$ cat src/rtl/uart_telemetry_tx_if.sv
// Sample handshake between a telemetry producer and the UART frame transmitter.
// The producer offers {channel, RPM} with tx_valid_i; tx_ready_o reports free buffer space.
interface uart_telemetry_tx_if #(
  parameter int CHN_WIDTH  = 2,
  parameter int DATA_WIDTH = 16
);
  logic                  tx_valid_i;
  logic [CHN_WIDTH-1:0]  tx_chn_i;
  logic [DATA_WIDTH-1:0] tx_data_i;
  logic                  tx_ready_o;

  modport master (output tx_valid_i, output tx_chn_i, output tx_data_i, input tx_ready_o);
  modport slave  (input tx_valid_i, input tx_chn_i, input tx_data_i, output tx_ready_o);
endinterface

$ cat src/rtl/uart_telemetry_tx.sv
// Buffers RPM samples and sends each one as a 5-byte 8N1 frame:
// 0xA5, channel, data[15:8], data[7:0], checksum over the three payload bytes.
module uart_telemetry_tx #(
  parameter int CLK_FREQ   = 50000000,
  parameter int BAUD       = 115200,
  parameter int DATA_WIDTH = 16,
  parameter int NUM_CHN    = 4,
  parameter int FIFO_DEPTH = 4
) (
  input  logic               clk,
  input  logic               rstn,
  uart_telemetry_tx_if.slave s_tx,
  output logic               uart_tx,
  output logic               busy_o,
  output logic               frame_done_o
);

  localparam int CLKS_PER_BIT = CLK_FREQ / BAUD;
  localparam int CHN_WIDTH    = (NUM_CHN > 1) ? $clog2(NUM_CHN) : 1;
  localparam int CNT_W        = $clog2(CLKS_PER_BIT);
  localparam int PTR_W        = $clog2(FIFO_DEPTH);
  localparam int ENTRY_W      = CHN_WIDTH + DATA_WIDTH;

  localparam logic [CNT_W-1:0] BIT_LAST  = CNT_W'(CLKS_PER_BIT - 1);
  localparam logic [PTR_W:0]   FIFO_FULL = (PTR_W + 1)'(FIFO_DEPTH);
  localparam logic [7:0]       HEADER    = 8'hA5;

  typedef enum logic [2:0] {IDLE, LOAD, START, DATA, STOP} state_t;

  function automatic logic [7:0] checksum(input logic [7:0] b1, input logic [7:0] b2,
                                          input logic [7:0] b3);
    return b1 + b2 + b3;
  endfunction

  logic [ENTRY_W-1:0] r_mem [FIFO_DEPTH];
  logic [PTR_W-1:0]   r_wr;
  logic [PTR_W-1:0]   r_rd;
  logic [PTR_W:0]     r_count;
  logic               r_ready;

  state_t             r_state;
  logic [CNT_W-1:0]   r_cnt;
  logic [2:0]         r_bit;
  logic [2:0]         r_byte;
  logic [39:0]        r_frame;
  logic               r_tx;
  logic               r_busy;
  logic               r_done;

  logic               w_push;
  logic               w_pop;
  logic               w_empty;
  logic               w_bit_end;
  logic [PTR_W:0]     w_count_nxt;
  logic [ENTRY_W-1:0] w_head;
  logic [7:0]         w_b1;
  logic [7:0]         w_b2;
  logic [7:0]         w_b3;
  logic [7:0]         w_cks;

  state_t             w_state_nxt;
  logic [CNT_W-1:0]   w_cnt_nxt;
  logic [2:0]         w_bit_nxt;
  logic [2:0]         w_byte_nxt;
  logic [39:0]        w_frame_nxt;
  logic               w_tx_nxt;
  logic               w_busy_nxt;
  logic               w_done_nxt;

  assign w_push    = s_tx.tx_valid_i && r_ready;
  assign w_empty   = (r_count == '0);
  assign w_bit_end = (r_cnt == BIT_LAST);
  assign w_head    = r_mem[r_rd];
  assign w_b1      = 8'(w_head[ENTRY_W-1 -: CHN_WIDTH]);
  assign w_b2      = w_head[15:8];
  assign w_b3      = w_head[7:0];
  assign w_cks     = checksum(w_b1, w_b2, w_b3);

  always_comb begin
    w_count_nxt = r_count;
    if (w_push && !w_pop) begin
      w_count_nxt = r_count + (PTR_W + 1)'(1);
    end else if (!w_push && w_pop) begin
      w_count_nxt = r_count - (PTR_W + 1)'(1);
    end
  end

  always_ff @(posedge clk) begin
    if (!rstn) begin
      r_wr    <= '0;
      r_rd    <= '0;
      r_count <= '0;
      r_ready <= 1'b0;
    end else begin
      if (w_push) r_wr <= r_wr + PTR_W'(1);
      if (w_pop)  r_rd <= r_rd + PTR_W'(1);
      r_count <= w_count_nxt;
      r_ready <= (w_count_nxt != FIFO_FULL);
    end
  end

  always_ff @(posedge clk) begin
    if (w_push) r_mem[r_wr] <= {s_tx.tx_chn_i, s_tx.tx_data_i};
  end

  // The frame is one 40-bit shift register, header in the low byte, shifted once per data bit.
  always_comb begin
    w_state_nxt = r_state;
    w_cnt_nxt   = r_cnt;
    w_bit_nxt   = r_bit;
    w_byte_nxt  = r_byte;
    w_frame_nxt = r_frame;
    w_pop       = 1'b0;
    unique case (r_state)
      IDLE: begin
        if (!w_empty) w_state_nxt = LOAD;
      end
      LOAD: begin
        w_pop       = 1'b1;
        w_frame_nxt = {w_cks, w_b3, w_b2, w_b1, HEADER};
        w_cnt_nxt   = '0;
        w_bit_nxt   = '0;
        w_byte_nxt  = '0;
        w_state_nxt = START;
      end
      START: begin
        if (w_bit_end) begin
          w_cnt_nxt   = '0;
          w_bit_nxt   = '0;
          w_state_nxt = DATA;
        end else begin
          w_cnt_nxt = r_cnt + CNT_W'(1);
        end
      end
      DATA: begin
        if (w_bit_end) begin
          w_cnt_nxt   = '0;
          w_frame_nxt = r_frame >> 1;
          if (r_bit == 3'd7) w_state_nxt = STOP;
          else               w_bit_nxt   = r_bit + 3'd1;
        end else begin
          w_cnt_nxt = r_cnt + CNT_W'(1);
        end
      end
      STOP: begin
        if (w_bit_end) begin
          w_cnt_nxt = '0;
          if (r_byte != 3'd4) begin
            w_byte_nxt  = r_byte + 3'd1;
            w_state_nxt = START;
          end else begin
            w_state_nxt = w_empty ? IDLE : LOAD;
          end
        end else begin
          w_cnt_nxt = r_cnt + CNT_W'(1);
        end
      end
      default: w_state_nxt = IDLE;
    endcase

    // Outputs are derived from the next state so the registered copies line up with r_state.
    unique case (w_state_nxt)
      START:   w_tx_nxt = 1'b0;
      DATA:    w_tx_nxt = w_frame_nxt[0];
      default: w_tx_nxt = 1'b1;
    endcase
    w_busy_nxt = (w_state_nxt != IDLE);
    w_done_nxt = (w_state_nxt == STOP) && (w_cnt_nxt == BIT_LAST) && (w_byte_nxt == 3'd4);
  end

  always_ff @(posedge clk) begin
    if (!rstn) begin
      r_state <= IDLE;
      r_cnt   <= '0;
      r_bit   <= '0;
      r_byte  <= '0;
      r_tx    <= 1'b1;
      r_busy  <= 1'b0;
      r_done  <= 1'b0;
    end else begin
      r_state <= w_state_nxt;
      r_cnt   <= w_cnt_nxt;
      r_bit   <= w_bit_nxt;
      r_byte  <= w_byte_nxt;
      r_tx    <= w_tx_nxt;
      r_busy  <= w_busy_nxt;
      r_done  <= w_done_nxt;
    end
  end

  always_ff @(posedge clk) begin
    r_frame <= w_frame_nxt;
  end

  assign s_tx.tx_ready_o = r_ready;
  assign uart_tx         = r_tx;
  assign busy_o          = r_busy;
  assign frame_done_o    = r_done;

endmodule

$ cat src/flat_wrapper.sv
// flat-port wrapper written by rule: the top's interface ports become plain ports
module uart_telemetry_tx_flat 
#(
  parameter int CLK_FREQ   = 50000000,
  parameter int BAUD       = 115200,
  parameter int DATA_WIDTH = 16,
  parameter int NUM_CHN    = 4,
  parameter int FIFO_DEPTH = 4
)
  (clk, rstn, uart_tx, busy_o, frame_done_o, s_tx_tx_valid_i, s_tx_tx_chn_i, s_tx_tx_data_i, s_tx_tx_ready_o);
  uart_telemetry_tx_if #(.CHN_WIDTH((2)), .DATA_WIDTH(DATA_WIDTH)) s_tx_i ();
  input  logic clk;
  input  logic rstn;
  output logic uart_tx;
  output logic busy_o;
  output logic frame_done_o;
  input wire logic [$bits(s_tx_i.tx_valid_i)-1:0] s_tx_tx_valid_i;
  input wire logic [$bits(s_tx_i.tx_chn_i)-1:0] s_tx_tx_chn_i;
  input wire logic [$bits(s_tx_i.tx_data_i)-1:0] s_tx_tx_data_i;
  output wire logic [$bits(s_tx_i.tx_ready_o)-1:0] s_tx_tx_ready_o;
  assign s_tx_i.tx_valid_i = s_tx_tx_valid_i;
  assign s_tx_i.tx_chn_i = s_tx_tx_chn_i;
  assign s_tx_i.tx_data_i = s_tx_tx_data_i;
  assign s_tx_tx_ready_o = s_tx_i.tx_ready_o;
  uart_telemetry_tx #(.CLK_FREQ(CLK_FREQ), .BAUD(BAUD), .DATA_WIDTH(DATA_WIDTH), .NUM_CHN(NUM_CHN), .FIFO_DEPTH(FIFO_DEPTH)) u_core (.clk(clk), .rstn(rstn), .s_tx(s_tx_i), .uart_tx(uart_tx), .busy_o(busy_o), .frame_done_o(frame_done_o));
endmodule
$ cat config.mk
export PLATFORM = sky130hd
export DESIGN_NAME = uart_telemetry_tx_flat
export DESIGN_NICKNAME = d
export VERILOG_FILES = /design/src/rtl/uart_telemetry_tx_if.sv /design/src/rtl/uart_telemetry_tx.sv /design/src/flat_wrapper.sv
export SDC_FILE = /design/constraint.sdc
export NUM_CORES = 1
export LEC_CHECK = 0
export ABC_AREA = 1
export BUFFER_PORTS_ARGS = -buffer_cell sky130_fd_sc_hd__buf_2
export CORE_MARGIN = 2
export CORE_UTILIZATION = 40
export CTS_CLUSTER_SIZE = 10
export DETAILED_ROUTE_END_ITERATION = 10
export SYNTH_ARGS = -nofsm -noshare
export SYNTH_HDL_FRONTEND = slang
export SYNTH_SLANG_ARGS = --single-unit
$ cat constraint.sdc
create_clock -name clk -period 4.3 [get_ports clk]
set_clock_uncertainty 0.15 [all_clocks]
set_input_delay 0.215 -clock clk [delete_from_list [all_inputs] [get_ports clk]]
set_output_delay 0.215 -clock clk [all_outputs]
set_load 0.03 [all_outputs]
**Word level (Yosys, flattened, before mapping)**

Memory sizes are Yosys's and may differ from the RTL's. A register that Yosys moved wholly into a read port is not among the register bits.
Cells that the tools add are included.

- Register bits after elaboration: 69
- Bits in writable memories: 72
- Word-level logic and storage cells: 81
- Memories kept: 1

- $add $sub $neg: 9
- Equality and inequality tests: 16
- Mux-type cells: 27
- Reductions and logical operators: 15

Memory list:

| name | depth | bits a word | read ports | clocked after Yosys merged registers in | write ports | RTL line | RTL |
|---|---|---|---|---|---|---|---|
| u_core.r_mem | 4 | 18 | 1 | 1 | 1 | uart_telemetry_tx.sv:35 | `logic [ENTRY_W-1:0] r_mem [FIFO_DEPTH];` |

Operator list:

| operator | count |
|---|---|
| 40-bit one-hot mux with 2 select lines | 1 |
| 40-bit two-way mux | 1 |
| 3-bit two-way mux | 13 |
| 9-bit == test, second input constant | 2 |
| 9-bit one-hot mux with 2 select lines | 1 |
| 3-bit one-hot mux with 5 select lines | 1 |
| 3-bit by 2-bit == test with 1-bit output, second input constant | 4 |
| 3-bit == test, second input constant | 4 |
| 3-bit by 1-bit adder with 3-bit output, second input constant | 3 |
| 9-bit by 1-bit adder with 9-bit output, second input constant | 1 |
| 9-bit two-way mux | 1 |
| 3-bit one-hot mux with 3 select lines | 1 |
| 2-bit by 8-bit adder with 8-bit output | 1 |
| 8-bit adder | 1 |
| 3-bit zero test | 2 |
| 3-bit != test, second input constant | 2 |
| 3-bit one-hot mux with 2 select lines | 1 |
| 3-bit nonzero test | 2 |
| 1-bit logical AND | 5 |
| 2-bit by 1-bit adder with 2-bit output, second input constant | 2 |
| 1-bit two-way mux | 4 |
| 2-bit two-way mux | 2 |
| 2-bit by 1-bit != test with 1-bit output, second input constant | 2 |
| 4-bit AND reduction | 1 |
| 8 further kinds | 9 |

**Depth between registers and ports, before layout**

- Depth after elaboration: 8
- Mapped depth: 17

**Worst setup path before layout**

No wires, ideal clock.

- Path type: flip-flop to flip-flop
- Start: register with a tool-made name
- End: register u_core.r_frame[39], data pin
- Data arrival time: 2.777 ns
- Setup slack: 1.118 ns
- Stages on the path, launching flop included: 17
- Period minus slack after synthesis: 3.182 ns
- Path through: dfxtp_1 > buf_4 > clkbuf_1 > nand2_1 > a32o_1 > fa_1 > inv_1 > ha_1 > fa_1 > nand3_1 > nand3_1 > nand2_1 > nand2_1 > a21oi_1 > nand3_1 > nand2_1 > nor2_1

RTL lines:

| element | RTL line | RTL |
|---|---|---|
| end signal: assignment | uart_telemetry_tx.sv:192 | `r_frame <= w_frame_nxt;` |
| end: declaration | uart_telemetry_tx.sv:45 | `logic [39:0] r_frame;` |

==> flow_summary.html <==
<table>
<tr><th>Metric</th><th>Value</th></tr>
<tr><th colspan="2">Outcome</th></tr>
<tr><td>Outcome</td><td>finished, final reports clean</td></tr>
<tr><th colspan="2">Synth</th></tr>
<tr><td>Share of the synthesized area in compound gates (AO/OA/AOI/OAI)</td><td>between 10% and 20%</td></tr>
<tr><td>Post-synthesis sequential area ratio</td><td>60.90%</td></tr>
<tr><td>Average cell area after synthesis</td><td>10.47 um2</td></tr>
<tr><td>Number of enable flip-flop cells after synthesis</td><td>111</td></tr>
<tr><td>Synth Cell Area</td><td>between 0.006 and 0.007 mm2</td></tr>
<tr><td>Netlist cell types</td><td>41</td></tr>
<tr><td>Leading cell type by number of instances after synthesis</td><td>edfxtp_1</td></tr>
<tr><td>Simple-gate share of the synthesized area</td><td>between 10% and 20%</td></tr>
<tr><td>Dominant cell type by area after synthesis</td><td>edfxtp_1</td></tr>
<tr><td>Synth area leaders</td><td>edfxtp_1, dfxtp_1, nand2_1</td></tr>
<tr><td>Xor/xnor share of the synthesized area</td><td>less than 1%</td></tr>
<tr><td>Fraction of synthesized cell area taken by the top area cell type</td><td>around half</td></tr>
<tr><td>Top cells by instance count after synthesis</td><td>edfxtp_1, nand2_1, nor2_1</td></tr>
<tr><td>Post-Synthesis Cells</td><td>just over 600</td></tr>
<tr><td>Count of synthesis-stage warnings from yosys</td><td>0</td></tr>
<tr><td>Primary flip-flop cell chosen by synthesis mapping</td><td>edfxtp_1</td></tr>
<tr><td>Synthesized netlist net count</td><td>671</td></tr>
<tr><td>Share of flip-flops with an asynchronous set or reset after synthesis</td><td>0%</td></tr>
<tr><td>Number of synthesized register bits</td><td>143</td></tr>
<tr><td>Largest family of logic cells by synthesized area</td><td>simple AND/OR/NAND/NOR gates</td></tr>
<tr><td>Share of synthesized cell area in full adder, half adder and majority cells</td><td>between 5 and 6%</td></tr>
<tr><td>Mux share of post-synthesis cell area</td><td>0%</td></tr>
<tr><th colspan="2">Die</th></tr>
<tr><td>Initial standard-cell utilization of the core</td><td>between 40 and 50%</td></tr>
<tr><td>Die boundary height</td><td>131.7 um</td></tr>
<tr><td>Width of the die</td><td>131.7 um</td></tr>
<tr><td>Placement row count</td><td>46</td></tr>
<tr><td>Boundary Pins</td><td>25</td></tr>
<tr><td>Area of the placeable core</td><td>around 0.016 mm2</td></tr>
<tr><td>Die ar.</td><td>between 0.015 and 0.02 mm2</td></tr>
<tr><th colspan="2">Placement</th></tr>
<tr><td>Post-Place Cell Area</td><td>0.006889 mm2</td></tr>
<tr><td>Placer Congestion</td><td>roughly 0.86</td></tr>
<tr><td>Placed Cells incl. Taps</td><td>853</td></tr>
<tr><td>I/O Buffers</td><td>24</td></tr>
<tr><td>HPWL reported at the end of detailed placement</td><td>around 8.6 mm</td></tr>
<tr><td>Post-placement setup slack</td><td>between 0.9 and 1 ns</td></tr>
<tr><th colspan="2">Drt</th></tr>
<tr><td>Detailed-route via count</td><td>~4500</td></tr>
<tr><td>Wire length per cell after detailed routing</td><td>roughly 14 um</td></tr>
<tr><td>Total detailed-routing wirelength</td><td>~13 mm</td></tr>
<tr><td>Drt pass-1 iters</td><td>5</td></tr>
<tr><td>DRC marker count from the first detailed-route iteration</td><td>about 460</td></tr>
<tr><td>Detailed route wirelength on metal3</td><td>~520 um</td></tr>
<tr><td>Highest metal layer used by the detailed router</td><td>met4</td></tr>
<tr><td>Routed length on met1</td><td>6.017 mm</td></tr>
<tr><td>DRC</td><td>0</td></tr>
<tr><td>Detail Route met2 WL</td><td>slightly above 6 mm</td></tr>
<tr><td>Post-detailed-route via-to-cell ratio</td><td>5.032</td></tr>
<tr><td>Antenna Nets Post-Route</td><td>0</td></tr>
<tr><th colspan="2">Min path</th></tr>
<tr><td>Hold-critical path endpoint</td><td>u_core.r_wr[1]</td></tr>
<tr><td>Cells on Worst Hold Path</td><td>3</td></tr>
<tr><td>Path type of the worst min-delay path</td><td>primary input to flip-flop</td></tr>
<tr><td>Hold Path Origin</td><td>s_tx_tx_valid_i</td></tr>
<tr><th colspan="2">Clock tree</th></tr>
<tr><td>Hold buffers post-CTS</td><td>19</td></tr>
<tr><td>Inserted Clock Buffers</td><td>17</td></tr>
<tr><td>Max Buffers Root-to-Sink</td><td>2</td></tr>
<tr><td>Buffer cell driving the clock tree root</td><td>clkbuf_16</td></tr>
<tr><td>Number of cells upsized or downsized after cts</td><td>0</td></tr>
<tr><td>Clk pin slew, worst setup/hold paths</td><td>~0.060 ns</td></tr>
<tr><td>Total number of H-tree levels</td><td>4</td></tr>
<tr><td>CTS tree</td><td>yes</td></tr>
<tr><td>Latest clock arrival within the worst-skew pair</td><td>0.43 ns</td></tr>
<tr><td>Number of buffers inserted by post-CTS setup repair</td><td>0</td></tr>
<tr><td>Num Clock Sinks</td><td>around 140</td></tr>
<tr><th colspan="2">Pwr</th></tr>
<tr><td>Power density cells</td><td>620.9 mW/mm2</td></tr>
<tr><td>Leak Pwr</td><td>3.086 nW</td></tr>
<tr><td>Share of total power in combinational logic</td><td>around 29%</td></tr>
<tr><td>Worst vdd rail ir drop</td><td>between 0.0003 and 0.0004 V</td></tr>
<tr><td>Sequential power share</td><td>between 30% and 40%</td></tr>
<tr><td>Sw Share</td><td>between 30% and 40%</td></tr>
<tr><td>Internal power</td><td>about 3.2 mW</td></tr>
<tr><td>Clock group share of total power</td><td>between 30% and 40%</td></tr>
<tr><td>Switching power total</td><td>1.592 mW</td></tr>
<tr><th colspan="2">Final layout</th></tr>
<tr><td>Non-filler instance count after layout</td><td>between 900 and 1000</td></tr>
<tr><td>Post-route cell area</td><td>approximately 0.0077 mm2</td></tr>
<tr><td>Number of antenna cells inserted</td><td>0</td></tr>
<tr><td>Area overhead of the layout relative to synthesis</td><td>17.83%</td></tr>
<tr><td>Fraction of final layout cells sized beyond drive strength 1</td><td>about 14%</td></tr>
<tr><td>Count of nets after finishing</td><td>723</td></tr>
<tr><th colspan="2">STA</th></tr>
<tr><td>Post-route setup slack</td><td>approximately 0.9 ns</td></tr>
<tr><td>Final-layout setup total negative slack</td><td>0 ns</td></tr>
<tr><td>Post-route worst hold slack</td><td>0.1064 ns</td></tr>
<tr><td>Number of pins with negative max-slew slack in the final report</td><td>0</td></tr>
<tr><td>Final critical-path required period</td><td>between 3 and 4 ns</td></tr>
<tr><td>Highest attainable clock frequency</td><td>between 200 and 300 MHz</td></tr>
<tr><td>Hold Violations, Final</td><td>0</td></tr>
<tr><td>Headroom to the max-slew limit</td><td>33.51%</td></tr>
<tr><td>Tightest Pin Transition</td><td>0.9939 ns</td></tr>
<tr><td>RSZ-0062 raised after global routing</td><td>false</td></tr>
<tr><td>Finish-stage setup viols</td><td>0</td></tr>
<tr><td>Post-route fraction of the period consumed by the critical path</td><td>78.89%</td></tr>
<tr><th colspan="2">Worst setup path</th></tr>
<tr><td>Crit path required time</td><td>around 4.3 ns</td></tr>
<tr><td>Worst flop-to-flop path endpoint</td><td>u_core.r_frame[39]</td></tr>
<tr><td>Kind of capture point of the worst setup path</td><td>flip-flop</td></tr>
<tr><td>Type of the worst setup path</td><td>flip-flop to flip-flop</td></tr>
<tr><td>Maximum net fanout on the critical path</td><td>36</td></tr>
<tr><td>Worst Reg-to-Reg Cells</td><td>15</td></tr>
<tr><td>Register-to-register setup slack</td><td>~0.91 ns</td></tr>
<tr><td>Data arrival time of the critical path</td><td>about 3.4 ns</td></tr>
<tr><td>Sort of element at the start of the critical path</td><td>flip-flop</td></tr>
<tr><th colspan="2">Global routing</th></tr>
<tr><td>Global-route congestion overflow total</td><td>0</td></tr>
<tr><td>Initial antenna violation count</td><td>0</td></tr>
<tr><td>All-layer global routing usage</td><td>15.64%</td></tr>
<tr><td>Global-route wire length before repair</td><td>21.51 mm</td></tr>
<tr><td>Pin count of the biggest net entering global routing</td><td>44</td></tr>
<tr><td>Via count of the first global-routing pass</td><td>about 4500</td></tr>
<tr><th colspan="2">Job</th></tr>
<tr><td>Total of max-cap violations</td><td>0</td></tr>
</table>
## cells by family after synthesis
family / count (synthesis)
simple gates: 238
flops: 143
compound gates: 118
buf+inv: 95
fa+ha+maj: 27
xor+xnor: 2
## stage by stage
step           power [mW]  utilization [%]
6_report            4.774            48.23
5_1_grt             5.083            48.23
4_1_cts             4.819            48.23
3_5_place_dp        3.279            43.21
3_3_place_gp        3.236            43.21
2_1_floorplan       2.920                -
## layer usage
metal  global-route usage (%)  vias to the layer above
met5                        0                        -
met1                    20.82                     2169
met3                    3.086                       22
li1                         -                     2243
met2                    24.99                      115
met4                    6.824                        0
## state kept, by name, summed over array words and instances (netlist names), named ones only
name / flops
u_core.busy_o: 1
u_core.r_cnt: 9
u_core.r_count: 3
u_core.r_rd: 2
u_core.r_byte: 3
u_core.r_mem: 72
u_core.r_frame: 40
u_core.r_state: 3
u_core.frame_done_o: 1
u_core.r_wr: 2
u_core.s_tx.tx_ready_o: 1
u_core.r_bit: 3
u_core.uart_tx: 1
## final cells by class
| type | instances | area (um2) |
|---|---|---|
| multi-input cells | 385 | 2170 |
| fillers | 1449 | 8254 |
| clock buffers | 18 | 429.2 |
| flip-flops and latches | 143 | 3974 |
| clock inverters | 14 | 180.2 |
| repair buffers | 52 | 377.9 |
| inverters | 76 | 287.8 |
| well taps | 216 | 270.3 |
## power by group through the flow
stage | sequential, mW | combinational [mW] | clock [mW]
final | 1.86 | 1.40 | 1.51
after global routing | 1.88 | 1.61 | 1.60
after CTS | 1.86 | 1.42 | 1.54
after detailed placement | 1.88 | 1.39 | 0
after global placement | 1.88 | 1.36 | 0
after floorplan | 1.88 | 1.04 | 0
## critical path: stages (launching register included)
cell and delay (ns):
dfxtp_1 0.31, inv_2 0.40, nand2_1 0.13, a32o_1 0.29, fa_1 0.52, inv_1 0.04, ha_1 0.21, fa_1 0.41
nand3_1 0.09, nand3_1 0.08, nand2_1 0.09, nand2_1 0.05, a21oi_1 0.18, nand3_1 0.10, nand2_1 0.06, nor2_1 0.04
## cells in the final DEF (no fill, tap or decap), types with 2 or more instances in the layout
cell type / synthesis / layout
nor3_1: 4 / 4
ha_1: 24 / 24
nor2_2: 4 / 4
o21ai_2: 2 / 2
o21ai_0: 52 / 52
clkinv_2: 0 / 2
bufinv_16: 0 / 3
dlygate4sd3_1: 0 / 19
a22o_1: 16 / 16
inv_1: 66 / 66
nand3_1: 29 / 29
clkbuf_16: 0 / 17
nand2_2: 5 / 5
o21ai_1: 3 / 3
nand2_4: 4 / 4
edfxtp_1: 111 / 111
inv_2: 8 / 8
o22ai_1: 14 / 14
nor2_4: 3 / 3
nor2_1: 80 / 80
o21a_1: 3 / 3
buf_2: 9 / 24
nand4_1: 4 / 4
a32o_1: 3 / 3
dfxtp_1: 32 / 32
buf_4: 1 / 9
clkinv_4: 0 / 2
nand2_1: 100 / 100
inv_6: 0 / 5
a21oi_1: 20 / 20
fa_1: 3 / 3
## how the worst max path moves through the flow
stage | startpoint | to
2_1_floorplan | flip-flop | u_core.r_frame[39]
3_3_place_gp | flip-flop | u_core.r_frame[39]
3_5_place_dp | flip-flop | u_core.r_frame[39]
4_1_cts | flip-flop | u_core.r_frame[39]
5_1_grt | flip-flop | u_core.r_frame[39]
6_report | flip-flop | u_core.r_frame[39]
Power figures use the tool's default switching activity.
